## config.mk

```make
export PLATFORM = sky130hd
export DESIGN_NAME = st_mlbmiss_replay
export DESIGN_NICKNAME = d
export VERILOG_FILES = /design/src/rtl/st_mlbmiss_replay_pkg.sv /design/src/rtl/smlb_oldest_pick.sv /design/src/rtl/st_mlbmiss_replay.sv
export SDC_FILE = /design/constraint.sdc
export NUM_CORES = 1
export LEC_CHECK = 0
export ABC_CLOCK_PERIOD_IN_PS = 18350
export CORE_ASPECT_RATIO = 0.6
export CORE_MARGIN = 2
export CORE_UTILIZATION = 60
export CTS_BUF_LIST = sky130_fd_sc_hd__clkbuf_2
export DETAILED_ROUTE_END_ITERATION = 10
export PLACE_DENSITY = 0.79
export RECOVER_POWER = 25
export SLEW_MARGIN = 20
export SYNTH_ARGS = -nofsm -noshare
export SYNTH_HDL_FRONTEND = slang
export SYNTH_SLANG_ARGS = --single-unit
```

## constraint.sdc

```tcl
create_clock -name clk -period 18.35 [get_ports clk]
set_clock_uncertainty 0.2 [all_clocks]
set_input_delay 3.67 -clock clk [delete_from_list [all_inputs] [get_ports clk]]
set_output_delay 3.67 -clock clk [all_outputs]
set_load 0.01 [all_outputs]
```

## src/rtl/st_mlbmiss_replay_pkg.sv

```systemverilog
// ---------------------------------------------------------------------------
// st_mlbmiss_replay_pkg
//   Shared types for the store MLB-miss replay queue:
//     entry_st_e    - per-entry translation progress (PEND / WALK / READY)
//     walk_st_e     - page-walk request FSM states
//     rpl_payload_t - store payload carried from capture to replay
// ---------------------------------------------------------------------------
package st_mlbmiss_replay_pkg;

  localparam int RPL_ADDR_W = 44;

  typedef enum logic [1:0] {
    ST_PEND  = 2'd0,  // waiting for a walk to be issued
    ST_WALK  = 2'd1,  // walk outstanding for this entry
    ST_READY = 2'd2   // translation resident (or known faulting)
  } entry_st_e;

  typedef enum logic [1:0] {
    W_IDLE = 2'd0,
    W_REQ  = 2'd1,
    W_WAIT = 2'd2
  } walk_st_e;

  typedef struct packed {
    logic [RPL_ADDR_W-1:0] addr;
    logic [3:0]            attr;
    logic [8:0]            lsq;
    logic [9:0]            ii;
    logic [5:0]            wq;
    logic                  thread;
  } rpl_payload_t;

endpackage

```

## src/rtl/smlb_oldest_pick.sv

```systemverilog
// ---------------------------------------------------------------------------
// smlb_oldest_pick
//   Rotate-by-head priority encoder: returns the slot closest to (and
//   including) head whose mask bit is set, i.e. the oldest matching entry
//   of a circular queue.
//   Ports:
//     mask  in  DEPTH  candidate entries
//     head  in  IDX_W  index of the oldest queue slot
//     found out 1      at least one mask bit set
//     idx   out IDX_W  slot index of the oldest candidate
// ---------------------------------------------------------------------------
module smlb_oldest_pick #(
  parameter int DEPTH = 8,
  parameter int IDX_W = $clog2(DEPTH)
) (
  input  logic [DEPTH-1:0] mask,
  input  logic [IDX_W-1:0] head,
  output logic             found,
  output logic [IDX_W-1:0] idx
);

  logic [IDX_W-1:0] slot;

  // Scan from youngest offset down to offset 0 so the oldest hit is the
  // last one written. Slot arithmetic wraps because DEPTH is a power of 2.
  always_comb begin
    // NOTE: every output of a combinational block gets a default up front;
    // a path that leaves one unassigned would infer a latch.
    found = 1'b0;
    idx   = '0;
    slot  = '0;
    for (int i = DEPTH - 1; i >= 0; i--) begin
      slot = head + IDX_W'(i);
      if (mask[slot]) begin
        found = 1'b1;
        idx   = slot;
      end
    end
  end

endmodule

```

## src/rtl/st_mlbmiss_replay.sv

```systemverilog
// ---------------------------------------------------------------------------
// st_mlbmiss_replay
//   Store MLB-miss replay queue. Captures stores that missed the MLB, walks
//   one page at a time (oldest pending first) and replays each store into
//   the address stage once its translation is resident; faulting walks are
//   replayed with rpl_fault so the address stage raises the page fault.
//
//   Ports:
//     clk, rst                 clock, synchronous active-high reset
//     except, except_thread    flush all entries of a thread
//     miss_*                   store that missed the MLB this cycle
//     full                     <= one free slot left; upstream holds issue
//     walk_req/walk_tlb/walk_ack  page-walk request handshake
//     fill_en/fill_tlb/fill_fault walk completion
//     rpl_hold                 address-stage bus busy, no replay
//     rpl_*                    replayed store
//
//   Build option: SMLB_DEDUP_EN - a fill resolves every queued entry with
//   the same MLB key, so repeated misses to one page share a single walk.
// ---------------------------------------------------------------------------
module st_mlbmiss_replay
  import st_mlbmiss_replay_pkg::*;
#(
  parameter int DEPTH        = 8,
  parameter int TLB_IP_WIDTH = 52
) (
  input  logic                    clk,
  input  logic                    rst,
  input  logic                    except,
  input  logic                    except_thread,
  input  logic                    miss_en,
  input  logic [64:0]             miss_addr,
  input  logic [TLB_IP_WIDTH-1:0] miss_tlb,
  input  logic [8:0]              miss_LSQ,
  input  logic [9:0]              miss_II,
  input  logic [5:0]              miss_WQ,
  input  logic                    miss_thread,
  input  logic [3:0]              miss_attr,
  output logic                    full,
  output logic                    walk_req,
  output logic [TLB_IP_WIDTH-1:0] walk_tlb,
  input  logic                    walk_ack,
  input  logic                    fill_en,
  input  logic [TLB_IP_WIDTH-1:0] fill_tlb,
  input  logic                    fill_fault,
  input  logic                    rpl_hold,
  output logic                    rpl_en,
  output logic [43:0]             rpl_addr,
  output logic [3:0]              rpl_attr,
  output logic [8:0]              rpl_LSQ,
  output logic [9:0]              rpl_II,
  output logic [5:0]              rpl_WQ,
  output logic                    rpl_thread,
  output logic                    rpl_fault
);

  localparam int IDX_W = $clog2(DEPTH);
  localparam int PTR_W = IDX_W + 1;

  // Queue storage
  logic [DEPTH-1:0]        valid_q, valid_d;
  logic [DEPTH-1:0]        fault_q, fault_d;
  entry_st_e               st_q  [DEPTH];
  entry_st_e               st_d  [DEPTH];
  logic [TLB_IP_WIDTH-1:0] tlb_q [DEPTH];
  logic [TLB_IP_WIDTH-1:0] tlb_d [DEPTH];
  rpl_payload_t            pay_q [DEPTH];
  rpl_payload_t            pay_d [DEPTH];
  logic [PTR_W-1:0]        head_q, head_d, tail_q, tail_d;

  // Walker
  walk_st_e                wstate_q, wstate_d;
  logic [TLB_IP_WIDTH-1:0] wkey_q, wkey_d;
  logic [IDX_W-1:0]        widx_q, widx_d;
  logic                    wlive_q, wlive_d;  // WALK entry not flushed

  logic [PTR_W-1:0] count;
  logic [IDX_W-1:0] head_idx, tail_idx, pick_idx;
  logic [DEPTH-1:0] pend_mask;
  logic             pick_found, start_walk, fill_hit;
  logic             not_empty, rpl_fire, head_skip, alloc;

  // Upper address bits are not replayed.
  logic unused_addr_hi;
  assign unused_addr_hi = ^miss_addr[64:44];

  assign head_idx   = head_q[IDX_W-1:0];
  assign tail_idx   = tail_q[IDX_W-1:0];
  assign count      = tail_q - head_q;
  assign not_empty  = (count != '0);
  // One slot stays in reserve for a miss already issued before full is seen.
  assign full       = (count >= PTR_W'(DEPTH - 1));

  always_comb begin
    for (int i = 0; i < DEPTH; i++) begin
      pend_mask[i] = valid_q[i] && (st_q[i] == ST_PEND);
    end
  end

  smlb_oldest_pick #(.DEPTH(DEPTH)) u_pick (
    .mask  (pend_mask),
    .head  (head_idx),
    .found (pick_found),
    .idx   (pick_idx)
  );

  assign start_walk = (wstate_q == W_IDLE) && pick_found;
  // Fills are only consumed while waiting; a stale fill after reset is ignored.
  assign fill_hit   = (wstate_q == W_WAIT) && fill_en && (fill_tlb == wkey_q);

  assign rpl_fire  = not_empty && valid_q[head_idx] && (st_q[head_idx] == ST_READY)
                     && !rpl_hold && !except;
  // Flushed entries leave holes that are retired one per cycle from head.
  assign head_skip = not_empty && !valid_q[head_idx];
  assign alloc     = miss_en && (count != PTR_W'(DEPTH))
                     && !(except && (miss_thread == except_thread));

  // ---------------- Walker FSM ----------------
  always_ff @(posedge clk) begin
    // NOTE: clocked state uses non-blocking assignment so every flop samples
    // the pre-edge values regardless of process ordering.
    if (rst) wstate_q <= W_IDLE;
    else     wstate_q <= wstate_d;
  end

  always_comb begin
    wstate_d = wstate_q;
    case (wstate_q)
      W_IDLE:  if (pick_found) wstate_d = W_REQ;
      W_REQ:   if (walk_ack)   wstate_d = W_WAIT;
      W_WAIT:  if (fill_hit)   wstate_d = W_IDLE;
      default: wstate_d = W_IDLE;
    endcase
  end

  always_comb begin
    walk_req = (wstate_q == W_REQ);
    walk_tlb = wkey_q;
  end

  // ---------------- Walk context ----------------
  always_comb begin
    wkey_d  = wkey_q;
    widx_d  = widx_q;
    wlive_d = wlive_q;
    if (start_walk) begin
      wkey_d  = tlb_q[pick_idx];
      widx_d  = pick_idx;
      wlive_d = !(except && (pay_q[pick_idx].thread == except_thread));
    end else if (fill_hit) begin
      wlive_d = 1'b0;
    end else if (except && (pay_q[widx_q].thread == except_thread)) begin
      // Slot may be reused before the fill returns; never touch it then.
      wlive_d = 1'b0;
    end
  end

  // ---------------- Queue update ----------------
  always_comb begin
    valid_d = valid_q;
    fault_d = fault_q;
    st_d    = st_q;
    tlb_d   = tlb_q;
    pay_d   = pay_q;
    head_d  = head_q;
    tail_d  = tail_q;

    if (start_walk) st_d[pick_idx] = ST_WALK;

`ifdef SMLB_DEDUP_EN
    if (fill_hit) begin
      for (int i = 0; i < DEPTH; i++) begin
        if (valid_q[i] && (st_q[i] != ST_READY) && (tlb_q[i] == wkey_q)) begin
          st_d[i]    = ST_READY;
          fault_d[i] = fill_fault;
        end
      end
    end
`else
    if (fill_hit && wlive_q) begin
      st_d[widx_q]    = ST_READY;
      fault_d[widx_q] = fill_fault;
    end
`endif

    if (except) begin
      for (int i = 0; i < DEPTH; i++) begin
        if (pay_q[i].thread == except_thread) valid_d[i] = 1'b0;
      end
    end

    if (rpl_fire || head_skip) begin
      valid_d[head_idx] = 1'b0;
      head_d            = head_q + PTR_W'(1);
    end

    if (alloc) begin
      valid_d[tail_idx] = 1'b1;
      st_d[tail_idx]    = ST_PEND;
      fault_d[tail_idx] = 1'b0;
      tlb_d[tail_idx]   = miss_tlb;
      pay_d[tail_idx]   = '{addr: miss_addr[43:0], attr: miss_attr, lsq: miss_LSQ,
                            ii: miss_II, wq: miss_WQ, thread: miss_thread};
      tail_d            = tail_q + PTR_W'(1);
    end
  end

`ifdef SMLB_DEDUP_EN
  logic unused_wlive;
  assign unused_wlive = wlive_q;
`endif

  always_ff @(posedge clk) begin
    if (rst) begin
      valid_q <= '0;
      head_q  <= '0;
      tail_q  <= '0;
      wkey_q  <= '0;
      widx_q  <= '0;
      wlive_q <= 1'b0;
    end else begin
      valid_q <= valid_d;
      head_q  <= head_d;
      tail_q  <= tail_d;
      wkey_q  <= wkey_d;
      widx_q  <= widx_d;
      wlive_q <= wlive_d;
    end
  end

  // NOTE: entry contents are qualified by valid_q, so the storage array is
  // left unreset; only the valid bits and pointers need a known value.
  always_ff @(posedge clk) begin
    st_q    <= st_d;
    fault_q <= fault_d;
    tlb_q   <= tlb_d;
    pay_q   <= pay_d;
  end

  // ---------------- Replay port ----------------
  // Driven from registered entry state; gated to zero when not replaying.
  always_comb begin
    rpl_en     = rpl_fire;
    rpl_addr   = '0;
    rpl_attr   = '0;
    rpl_LSQ    = '0;
    rpl_II     = '0;
    rpl_WQ     = '0;
    rpl_thread = 1'b0;
    rpl_fault  = 1'b0;
    if (rpl_fire) begin
      rpl_addr   = pay_q[head_idx].addr;
      rpl_attr   = pay_q[head_idx].attr;
      rpl_LSQ    = pay_q[head_idx].lsq;
      rpl_II     = pay_q[head_idx].ii;
      rpl_WQ     = pay_q[head_idx].wq;
      rpl_thread = pay_q[head_idx].thread;
      rpl_fault  = fault_q[head_idx];
    end
  end

endmodule

```

==> summary by stage, run 1 <==
Min path
The worst hold path was traced through 2 stages. The launch instance of the worst min-delay path is fault_q[2]. The worst hold path terminates at fault_q[2].

The worst min-delay path category is reg -> reg.

Setup path
The worst register-to-register path begins at head_q[1]. The worst setup path is of the in -> out kind. The register-to-register setup slack is 11030 ps. The critical path arrival is around 7000 ps.

The data required time at the worst endpoint is 14480 ps. The worst setup path is captured at a primary output. Of all nets on the critical path, the largest fanout is 67.

The worst reg2reg path endpoint is walk_tlb[4]. STA classifies the critical path startpoint as an input port. The worst reg-to-reg path cell count is 13.

Place
The total of buffers placed on input and output ports is 316. The global placement routability congestion is 0.9563. The post-place setup slack is 7691 ps.

The detailed-placement wirelength estimate is 57.49 mm.

Detailed routing
The first detailed-routing pass took 7 iterations. In the final routed layout, each cell accounts on average for ~25 um. Once detail routing completed, the nets flagged for antenna violations numbered 0. The number of design-rule violations left by the first detailed-router iteration is 2484. The detail-routed via count per cell is 6.105. After detailed routing, the total wire length is 103.3 mm.

In the routed design, unresolved DRC markers number 0. The final route contains 25042 vias.

Timing
The highest clock frequency the design can meet is 93.21 MHz. The total count of hold-check failures in the final report is 0. The final-report max-slew violation count is 0. The clock period could shrink to 10730 ps.

Measured against its own limit, the worst slew margin works out to 0.2340. Setup violations remaining at the end of the flow were counted as 0. Across all setup checks in the final design, the least slack found is between 7000 and 8000 ps. The setup total negative slack is 0 ps.

For the pin with the worst max-slew slack, the measured transition is 1149 ps. Dividing the final minimum period by the clock period gives 0.5847. The worst hold margin is 321.3 ps. Setup repair after global routing left no endpoint under its margin.

Layout
The total number of nets in the final design is 3152. Compared with the post-synthesis result, the final layout area differs by 14.26%. The library cells used most frequently in the layout, excluding fill and tap cells, are edfxtp_1, clkbuf_2, nand2_1, clkdlybuf4s50_1, mux4_2.

The ratio of cells with drive above 1 in the final layout is 0.2138. The leading cell type in the layout, fill and taps excluded is edfxtp_1.

Die
From bottom edge to top edge, the die measures 213.3 um. The floorplan die width is 352.9 um. The number of primary I/O pins is roughly 340.

For this configuration, the core starts out at a cell density of 0.6088. In this run the core area contains between 70 and 80 standard-cell rows. The total core area is 71980 sq um. The die covers about 75000 sq um.

Clock tree
The number of hold buffers added after CTS is 0. The number of buffers inserted during clock tree synthesis is 232. The clock tree root buffer cell is clkbuf_2.

The later pin in the worst-skew pair is clocked with a latency of between 1500 and 2000 ps. The count of cells resized by post-cts repair is 0. The count of H-tree levels built during CTS is 4. After clock tree synthesis, the clock-pin slew on the worst setup and hold paths is 120 ps. TritonCTS built the clock tree. The maximum buffer depth of the clock tree is 3. The number of setup buffers added after CTS is 0.

Counting every sink on the clock net gives 1106.

Logic synthesis
The number of synthesized flops with an enable pin is 1008. The netlist uses 67 different library cells. The post-synthesis average cell area is 17.59 sq um. The portion of synthesized cell area occupied by the leading cell type is 0.6907. The yosys synthesis warning count is 0. The number of synthesized register bits is 1106. When the netlist entered floorplanning its net count stood at 2710. The mapped netlist covers 43830 sq um.

The most frequently used flop master after synthesis is edfxtp_1. The number of standard cells after synthesis is 2491. Counting flops with an async set or reset pin after synthesis yields a share of 0. Ranked by total cell area, the synthesized netlist is headed by edfxtp_1, mux4_2, dfxtp_1. The dominant cell type by area after synthesis is edfxtp_1.

The share of the Yosys chip area taken by registers is 0.7354.

Outcome
The flow ran to the end, and the final reports show no timing, DRC or antenna violations.

Global routing
The initial antenna violation count is 14. The number of global-route vias before repair was 25713. Summed over all layers, the global routing overflow is 0. The first global-routing pass estimated 153.8 mm of wire. The total track usage is 0.2755.

Entering global routing, the biggest net connects 126 pins.

Power
The power dissipated by switching net loads is between 0.002 and 0.0025 W. Of the total power, the share spent switching nets is 0.3409. The combinational group share of total power is 0.302. Dividing total power by cell area gives a power density of approximately 130 nW/um^2. For this design the static power due to leakage is 16.48 nW. IR analysis of the VDD net gives a maximum drop of 0.1379 mV. The share of total power dissipated in the clock network is 0.227. The internal portion of the total power is 0.004256 W. Of the total power, registers draw 0.471.

Run
The reported max-cap violation count is 0.
Yosys cell counts (9+ instances only):
| library cell | count |
|---|---|
| o2bb2ai_2 | 9 |
| o2bb2ai_1 | 50 |
| mux4_2 | 169 |
| nor3_1 | 18 |
| edfxtp_1 | 1008 |
| a211oi_1 | 67 |
| a31oi_1 | 10 |
| xnor2_1 | 38 |
| o22ai_1 | 41 |
| nand2_1 | 237 |
| a222oi_1 | 16 |
| clkbuf_1 | 72 |
| a221oi_1 | 9 |
| mux2_2 | 33 |
| nor2_1 | 118 |
| xor2_1 | 27 |
| nor4_1 | 10 |
| buf_1 | 24 |
| a21oi_1 | 102 |
| dfxtp_1 | 98 |
| nand2b_1 | 11 |
| buf_2 | 31 |
| mux2i_1 | 130 |
| inv_1 | 19 |
| ha_1 | 10 |
| a22o_1 | 12 |
worst max-delay path, stage by stage:
cell and delay (ps):
clkdlybuf4s50_1 660, or3_1 450, a211o_2 440, buf_4 390, a21oi_1 480, clkdlybuf4s50_1 620
logic make-up (layout without fill, tap and decap cells):
family          after synthesis  after routing  synth area share
simple gates                444            444           0.04459
flops                      1106           1106            0.7354
buf+inv                     165            789           0.01722
compound gates              367            367           0.06110
fa+ha+maj                    11             11          0.003312
xor+xnor                     65             65           0.01299
mux                         333            333            0.1254
other cells                   0             12                 0
metrics by stage:
step	utilization	std cells	instance area [sq um]	power (W)
2_1_floorplan	-	2491	43830	0.004472
3_3_place_gp	0.6661	3674	47950	0.004974
3_5_place_dp	0.6661	3674	47950	0.005038
4_1_cts	0.6952	4090	50040	0.006492
5_1_grt	0.6956	4101	50070	0.006783
6_report	0.6956	4102	50080	0.006457
layout make-up:
| class | instances | area [sq um] |
|---|---|---|
| Sequential cell | 1106 | 32240 |
| Fill cell | 4688 | 21910 |
| Multi-Input combinational cell | 1220 | 10940 |
| Timing Repair Buffer | 351 | 3458 |
| Clock buffer | 365 | 1827 |
| Tap cell | 975 | 1220 |
| Clock inverter | 51 | 269.0 |
| Inverter | 22 | 85.08 |
| Antenna cell | 12 | 30.03 |
power groups by stage:
stage | logic, W | registers [W] | clock network (W)
after detailed placement | 0.00194 | 0.00310 | 0
after CTS | 0.00195 | 0.00304 | 0.00150
final | 0.00195 | 0.00304 | 0.00146
after floorplan | 0.00140 | 0.00307 | 0
after global placement | 0.00189 | 0.00309 | 0
after global routing | 0.00210 | 0.00306 | 0.00163
per-layer routing:
layer | global-route usage | wire, um | part of all wire | vias up
li1 | - | - | - | 10982
met1 | 0.3867 | 43080 | 0.42 | 12803
met2 | 0.4315 | 49780 | 0.48 | 1110
met3 | 0.07038 | 8635 | 0.084 | 139
met4 | 0.08842 | 1792 | 0.017 | 8
met5 | 0 | 56 | 0.00054 | -
sequential cells by signal, indices dropped and copies added (netlist names):
name      cells
wstate_q      2
pay_q       592
head_q        4
wlive_q       1
valid_q       8
widx_q        3
tail_q        4
fault_q       8
tlb_q       416
st_q         16
walk_tlb     52
how the worst max path moves through the flow:
stage,end,startpoint
floorplan,pay_q[518],except_thread
global placement,rpl_II[2],except
detailed placement,rpl_II[2],except
CTS,rpl_II[2],except
global route,rpl_II[2],except
finish,rpl_II[2],except
Power figures use the tool's default switching activity.
==> run 2: changes to the inputs <==
- ABC_CLOCK_PERIOD_IN_PS: 18350 -> 9360
- CORE_UTILIZATION: 60 -> 55
- PLACE_DENSITY: 0.79 -> 0.76
- clock period: 18.35 -> 9.36 ns (I/O delays scaled with it)
==> run 2 against run 1 <==
  * Largest power group unchanged
  * Cell area increased by 0.62%
  * Highest routed layer unchanged
  * Critical endpoint is now rpl_II[8]
  * Register-to-register slack worse by 8700 ps
  * Critical path depth increased by 3
==> summary by stage, run 2 (synthesis gave the netlist of run 1 again) <==
Layout
The layout filler cell count is 5621 (+20%). The area occupied by multi-input gates was 10960 sq um (+0.13%). The combined flip-flop and latch cell area is 32240 sq um (unchanged). The total number of nets in the final design came to 3163 (+0.35%). Relative to the synthesized area, the layout overhead comes to 14.97%. More flip-flops sit in one register than any other, and that register is pay_q.

In the layout the commonest cells are edfxtp_1, clkbuf_2, nand2_1, clkdlybuf4s50_1, mux4_2. The number of flip-flops under the largest register name was 592 (unchanged). The leading cell type in the layout, fill and taps excluded is edfxtp_1. The ratio of cells with drive above 1 in the final layout came to 0.2165 (+0.002740).

Min path
The worst min-delay path category is reg -> reg. The worst hold path endpoint is fault_q[6]. The launch instance of the worst min-delay path is fault_q[6].

The number of cells on the worst hold path is 2 (unchanged).

Detailed routing
The residual antenna-violating net count after detailed routing is 0 (unchanged). The total wirelength of the detailed-routed design was 104.9 mm (+1.5%). The detail-routed via count per cell is 6.013 (-1.5%).

The detailed-routing iteration count for the pre-antenna-repair pass is 6 (-1). The number of design-rule violations left by the first detailed-router iteration is 2642 (+6.4%). The detail-routed net length per standard cell is 24.93 um (-1.1%). The post-route DRC violation count is 0 (unchanged). The vias after detailed routing is 25298 (+1.0%).

Clock tree
The count of H-tree levels built during CTS was 4 (unchanged). The TritonCTS clock tree is built. The clock-pin slew reported for the worst setup and hold paths after clock tree synthesis was 130 ps (about the same). The worst-skew pair later-pin latency is 1550 ps (about the same). The cell sitting at the root of the clock tree is a clkbuf_2. The number of buffers inserted during clock tree synthesis is 234 (+0.86%).

The maximum buffer depth of the clock tree is 3 (unchanged). The number of hold buffers added after CTS came to 0 (unchanged). The setup fix buffers added after clock tree synthesis was 0 (unchanged). The number of sinks driven by the clock tree is 1106 (unchanged). The count of cells resized by post-cts repair is 0 (unchanged).

Setup path
The critical path is of the reg -> out type. The kind of capture point of the worst setup path is a primary output. The critical-path maximum fanout is 65 (-3.0%). The buffering stage count on the worst path with inverters included is 3 (unchanged).

The standard cell with the maximum stage delay on the critical path is dfxtp_4. The worst reg-to-reg path cell count is 13 (unchanged). The maximum cell stage delay along the critical path came to 970 ps (+310 ps).

The critical path arrival was 5760 ps (-1100 ps). The worst reg2reg path endpoint is wlive_q. The dominant delay contributor by cell family on the critical path is buffers and inverters. The register-to-register setup slack is 2340 ps (-8690 ps). The worst setup path is launched from a register. In this run the critical register-to-register path is launched from head_q[0].

The data required time at the worst endpoint was 7290 ps (-7190 ps). Walking the worst path, the cells encountered are ha_1 -> inv_1 -> fa_1 -> xnor2_1 -> and3b_1 -> a211o_2 -> buf_4 -> a21oi_1 -> clkdlybuf4s50_1.

Power
The worst voltage drop across the vdd grid is 0.2503 mV (+82%). The clock network power share is 0.233 (+0.006). The power dissipated by switching net loads is 0.004357 W (+98%).

The proportion of total power due to net switching is 0.3403 (-0.0005978). The ratio of total power to cell area is 254.1 nW/um^2 (+97%). The relative contribution of sequential cells to total power is 0.465 (-0.006). The static leakage came to 16.56 nW (+0.48%).

The combinational group share of total power is 0.302 (about the same). The power after layout is 0.01280 W (+98%). The internal power consumption is 0.008447 W (+98%).

Die
The row count came to 80 (+5.3%). The overall die area is 82030 sq um (+9.0%). The total core area came to 79180 sq um (+10%). The number of primary I/O pins is 338 (unchanged). The initial core utilization is 0.5535 (-0.05530). The die span in y is 222.7 um (+4.4%).

The floorplan die width is 368.4 um (+4.4%).

Place
The detailed-placement wirelength estimate came to 58.01 mm (+0.91%). The total of buffers placed on input and output ports is 316 (unchanged). The global placement routability congestion is 0.9457 (-1.1%).

Timing
The total count of hold-check failures in the final report is 0 (unchanged). The final-report max-slew violation count was 0 (unchanged). The final worst-path cycle share is 0.8367. Timing would allow up to roughly 130 MHz. The tightest slew margin relative to the limit is 0.2220 (-0.01206).

The setup total negative slack is 0 ps (unchanged). The transition time of the tightest slew-check pin is 1167 ps (+18.09 ps). The worst path needs 7831 ps of the cycle, external delays included. Setup repair after global routing left no endpoint under its margin. The number of setup violations in the final report is 0 (unchanged).

Global routing
The number of global-route vias before repair came to 25842 (+0.50%). The aggregate global routing overflow is 0 (unchanged). The global-route wire length before repair is 156.5 mm (+1.8%). The total track usage is 0.2571 (-0.01836). The largest net degree at the start of global routing is 99 (-21%).

The initial antenna violation count was 15 (+1).

Outcome
The run finished with clean final reports.

Run
The reported max-cap violation count was 0 (unchanged).
-- run 2: changes by cell type in the layout (fill, tap and decap cells not counted), moves of 2 or more --
cell and change:
buf_4 +9, bufinv_16 +3, clkdlybuf4s50_1 +4, clkinv_1 +5, clkinvlp_4 +2, diode_2 -2, dlygate4sd3_1 -4, inv_2 -5
inv_6 +2, nor3_2 -2, nor3_4 +2
-- run 2: layout make-up --
| cell class | instances | area share |
|---|---|---|
| Timing Repair Buffer | 360 | 0.06997 |
| Clock buffer | 366 | 0.03635 |
| Antenna cell | 10 | 0.0004966 |
| Inverter | 22 | 0.001713 |
| Tap cell | 1066 | 0.02647 |
| Multi-Input combinational cell | 1220 | 0.2175 |
| Clock inverter | 57 | 0.007648 |
| Sequential cell | 1106 | 0.6399 |
-- run 2: through the flow --
step           setup WS [ps]  hold slack (ps)    util  std cells  area (sq um)
2_1_floorplan          640.3            254.6       -       2491         43840
4_1_cts                 1275            325.1  0.6360       4197         50360
5_1_grt                 1155            343.6  0.6363       4204         50380
6_report                1529            309.7  0.6364       4207         50390
3_5_place_dp            2279            298.9  0.6080       3774         48140
3_3_place_gp            2272            271.8  0.6080       3774         48140
-- run 2: worst max-delay path by stage --
stage | start | to | slack, ps | cells past startpoint
3_5_place_dp | except | rpl_II[8] | 2280 | 6
5_1_grt | head_q[0] | rpl_addr[41] | 1160 | 9
4_1_cts | head_q[0] | rpl_II[8] | 1280 | 9
2_1_floorplan | except_thread | pay_q[0] | 640 | 6
3_3_place_gp | except | rpl_II[8] | 2270 | 6
6_report | head_q[0] | rpl_II[8] | 1530 | 9
-- run 2: worst reg2reg max path, stage by stage (launching register included) --
cell,delay (ps)
dfxtp_4,970
inv_4,280
ha_1,740
nor4b_1,550
a2111oi_0,140
nor4_1,890
nand2_1,140
a221oi_1,360
a211o_4,590
buf_4,640
clkinv_1,540
a211oi_1,400
o21ai_0,140
a311oi_1,330
-- run 2: routing by layer --
metal	vias up	track usage	share of wire	wire (um)
li1	11041	-	-	-
met1	12908	0.3641	0.41	43410
met2	1179	0.3925	0.48	50170
met3	156	0.06563	0.091	9588
met4	14	0.08887	0.015	1586
met5	-	0	0.00097	102
-- run 2: power by group through the flow --
| stage | registers [W] | logic (W) | clock network, W |
|---|---|---|---|
| 6_report | 0.00595 | 0.00387 | 0.00299 |
| 5_1_grt | 0.00598 | 0.00415 | 0.00332 |
| 4_1_cts | 0.00595 | 0.00385 | 0.00308 |
| 3_5_place_dp | 0.00606 | 0.00384 | 0 |
| 3_3_place_gp | 0.00604 | 0.00374 | 0 |
| 2_1_floorplan | 0.00599 | 0.00275 | 0 |
==> run 3: changes to the inputs <==
- ABC_CLOCK_PERIOD_IN_PS: 9360 -> 8200
- CORE_UTILIZATION: 55 -> 60
- PLACE_DENSITY: 0.76 -> 0.79
- clock period: 9.36 -> 8.2 ns (I/O delays scaled with it)
==> run 3 against run 2 <==
  * Highest routed layer unchanged
  * Sequential power increased by 13%
  * Critical endpoint is now rpl_II[6]
  * Combinational power increased by 14%
  * Routed wire length decreased by 1.7%
==> summary by stage, run 3 (synthesis gave the netlist of run 1 again) <==
Outcome
The run finished with clean final reports.

Timing
The tightest slew margin relative to the limit came to 0.2220 (about the same). The total count of hold-check failures in the final report was 0 (unchanged). The setup total negative slack came to 0 ps (unchanged). The final worst-path cycle share is 0.9121. The final-report max-slew violation count was 0 (unchanged). The smallest clock period supported by the final layout is computed as 7479 ps. The transition time of the tightest slew-check pin came to 1162 ps (-5.242 ps).

The number of setup violations in the final report is 0 (unchanged). Setup repair after global routing left no endpoint under its margin. Derived from the worst setup path, the maximum achievable clock frequency is 133.7 MHz.

Setup path
The register-to-register setup slack is 1390 ps (-950 ps). The worst register-to-register path begins at head_q[1]. STA classifies the critical path startpoint as a register. The critical path arrival was 5640 ps (-120 ps). The kind of capture point of the worst setup path is a primary output. The critical-path maximum fanout is 65 (unchanged).

In this run the critical register-to-register path is captured at walk_tlb[13]. The worst setup path is of the reg -> out kind. The data required time at the worst endpoint is 6360 ps (-930 ps). The worst reg-to-reg path cell count came to 12 (-1).

Die
The floorplan die width is 352.9 um (-4.2%). The initial core utilization came to 0.6088 (+0.05530). The total core area is 71980 sq um (-9.1%).

The overall die area was 75290 sq um (-8.2%). The die span in y came to 213.3 um (-4.2%). The number of primary I/O pins is 338 (unchanged).

The row count was 76 (-5.0%).

Detailed routing
The number of design-rule violations left by the first detailed-router iteration came to 2639 (-0.11%). The detailed-routing iteration count for the pre-antenna-repair pass is 6 (unchanged). The detail-routed net length per standard cell is 25.10 um (+0.70%). The total wirelength of the detailed-routed design is 103.1 mm (-1.7%).

The vias after detailed routing is 25265 (-0.13%). The detail-routed via count per cell came to 6.153 (+2.3%). The residual antenna-violating net count after detailed routing was 0 (unchanged).

The post-route DRC violation count is 0 (unchanged).

Layout
The area growth from synthesis to layout is 14.68%. More flip-flops sit in one register than any other, and that register is pay_q. The share of the core filled with cells is 0.6982 (+0.06179). The ratio of cells with drive above 1 in the final layout is 0.2130 (-0.003587). The total number of nets in the final design was 3162 (-0.032%). In the layout the commonest cells are edfxtp_1, clkbuf_2, nand2_1, clkdlybuf4s50_1, mux4_2.

The finished layout cell area is 50260 sq um (-0.26%). The leading cell type in the layout, fill and taps excluded is edfxtp_1. The number of flip-flops under the largest register name is 592 (unchanged).

Global routing
The number of global-route vias before repair is 25572 (-1.0%). The aggregate global routing overflow was 0 (unchanged). The initial antenna violation count is 18 (+3). The largest net degree at the start of global routing was 122 (+23%). The total track usage is 0.2737 (+0.01657).

The global-route wire length before repair is 153.0 mm (-2.3%).

Power
The ratio of total power to cell area is 288.6 nW/um^2 (+14%). The worst voltage drop across the vdd grid is 0.2998 mV (+20%). The static leakage came to 16.53 nW (-0.20%).

Min path
The worst hold path endpoint is fault_q[1]. The number of cells on the worst hold path is 2 (unchanged). The launch instance of the worst min-delay path is fault_q[1]. The tightest min-delay check is of the reg -> reg type.

Clock tree
The TritonCTS clock tree is built. The number of hold buffers added after CTS is 0 (unchanged). The clock-pin slew reported for the worst setup and hold paths after clock tree synthesis is 110 ps (-20 ps). The count of cells resized by post-cts repair is 0 (unchanged).

The maximum buffer depth of the clock tree is 3 (unchanged). The clock tree root buffer cell is clkbuf_2. The number of sinks driven by the clock tree is 1106 (unchanged). The worst-skew pair later-pin latency is 1550 ps (about the same). The count of H-tree levels built during CTS came to 4 (unchanged). The number of buffers inserted during clock tree synthesis is 231 (-1.3%). The setup fix buffers added after clock tree synthesis came to 0 (unchanged).

Place
The placed cell area is 48090 sq um (-0.10%). The detailed-placement wirelength estimate came to 58.00 mm (about the same). The global placement routability congestion is 0.9429 (-0.30%). The total of buffers placed on input and output ports was 316 (unchanged).

Run
The reported max-cap violation count is 0 (unchanged).
[run 3: changes by cell type in the layout (fill, tap and decap cells not counted), sizes merged]
cell | before | now
clkinv | 44 | 42
diode | 10 | 13
inv | 24 | 25
buf | 45 | 47
clkdlybuf4s50 | 227 | 229
clkinvlp | 6 | 3
clkbuf | 366 | 355
dlygate4sd3 | 88 | 86
[run 3: metal layers]
layer	wire (um)	global-route usage
met3	8637	0.05719
met1	43100	0.3880
met2	49490	0.4298
met4	1765	0.09785
met5	65	0
[run 3: how the worst max path moves through the flow]
stage                 end  startpoint  slack, ps  cells past startpoint
2_1_floorplan  pay_q[100]   head_q[1]       -460                     12
3_3_place_gp    rpl_WQ[3]      except       1620                      6
3_5_place_dp    rpl_II[6]      except       1540                      6
4_1_cts         rpl_II[6]   head_q[1]        270                      8
5_1_grt         rpl_II[6]   head_q[1]        450                      8
6_report        rpl_II[6]   head_q[1]        720                      8
[run 3: area by class of cell]
class                           count  area, sq um
Antenna cell                       13        32.53
Clock buffer                      355         1777
Inverter                           22        85.08
Sequential cell                  1106        32240
Timing Repair Buffer              362         3591
Multi-Input combinational cell   1220        10960
Fill cell                        4674        21720
Tap cell                          975         1220
Clock inverter                     53        349.1
[run 3: critical path, stage by stage (launching register included)]
cell and delay (ps):
dfxtp_4 640, buf_4 830, mux4_2 390, mux2i_1 80
or3_1 350, a211o_4 580, buf_4 300, a21oi_1 270
clkdlybuf4s50_1 610
[run 3: metrics by stage]
step	hold slack [ps]	total power [W]	instances	setup WS (ps)
floorplan	254.6	0.009974	2491	-462.9
global placement	270.9	0.01115	3685	1622
detailed placement	279.1	0.01128	3685	1541
CTS	308.7	0.01458	4093	273.7
global route	353.8	0.01524	4102	445.1
finish	310.8	0.01450	4106	720.5
[run 3: power breakdown]
group / internal [W] / switching [W] / total [W]
combinational: 0.00178 / 0.00265 / 0.00443
sequential: 0.00652 / 0.000232 / 0.00675
clock: 0.00130 / 0.00202 / 0.00332
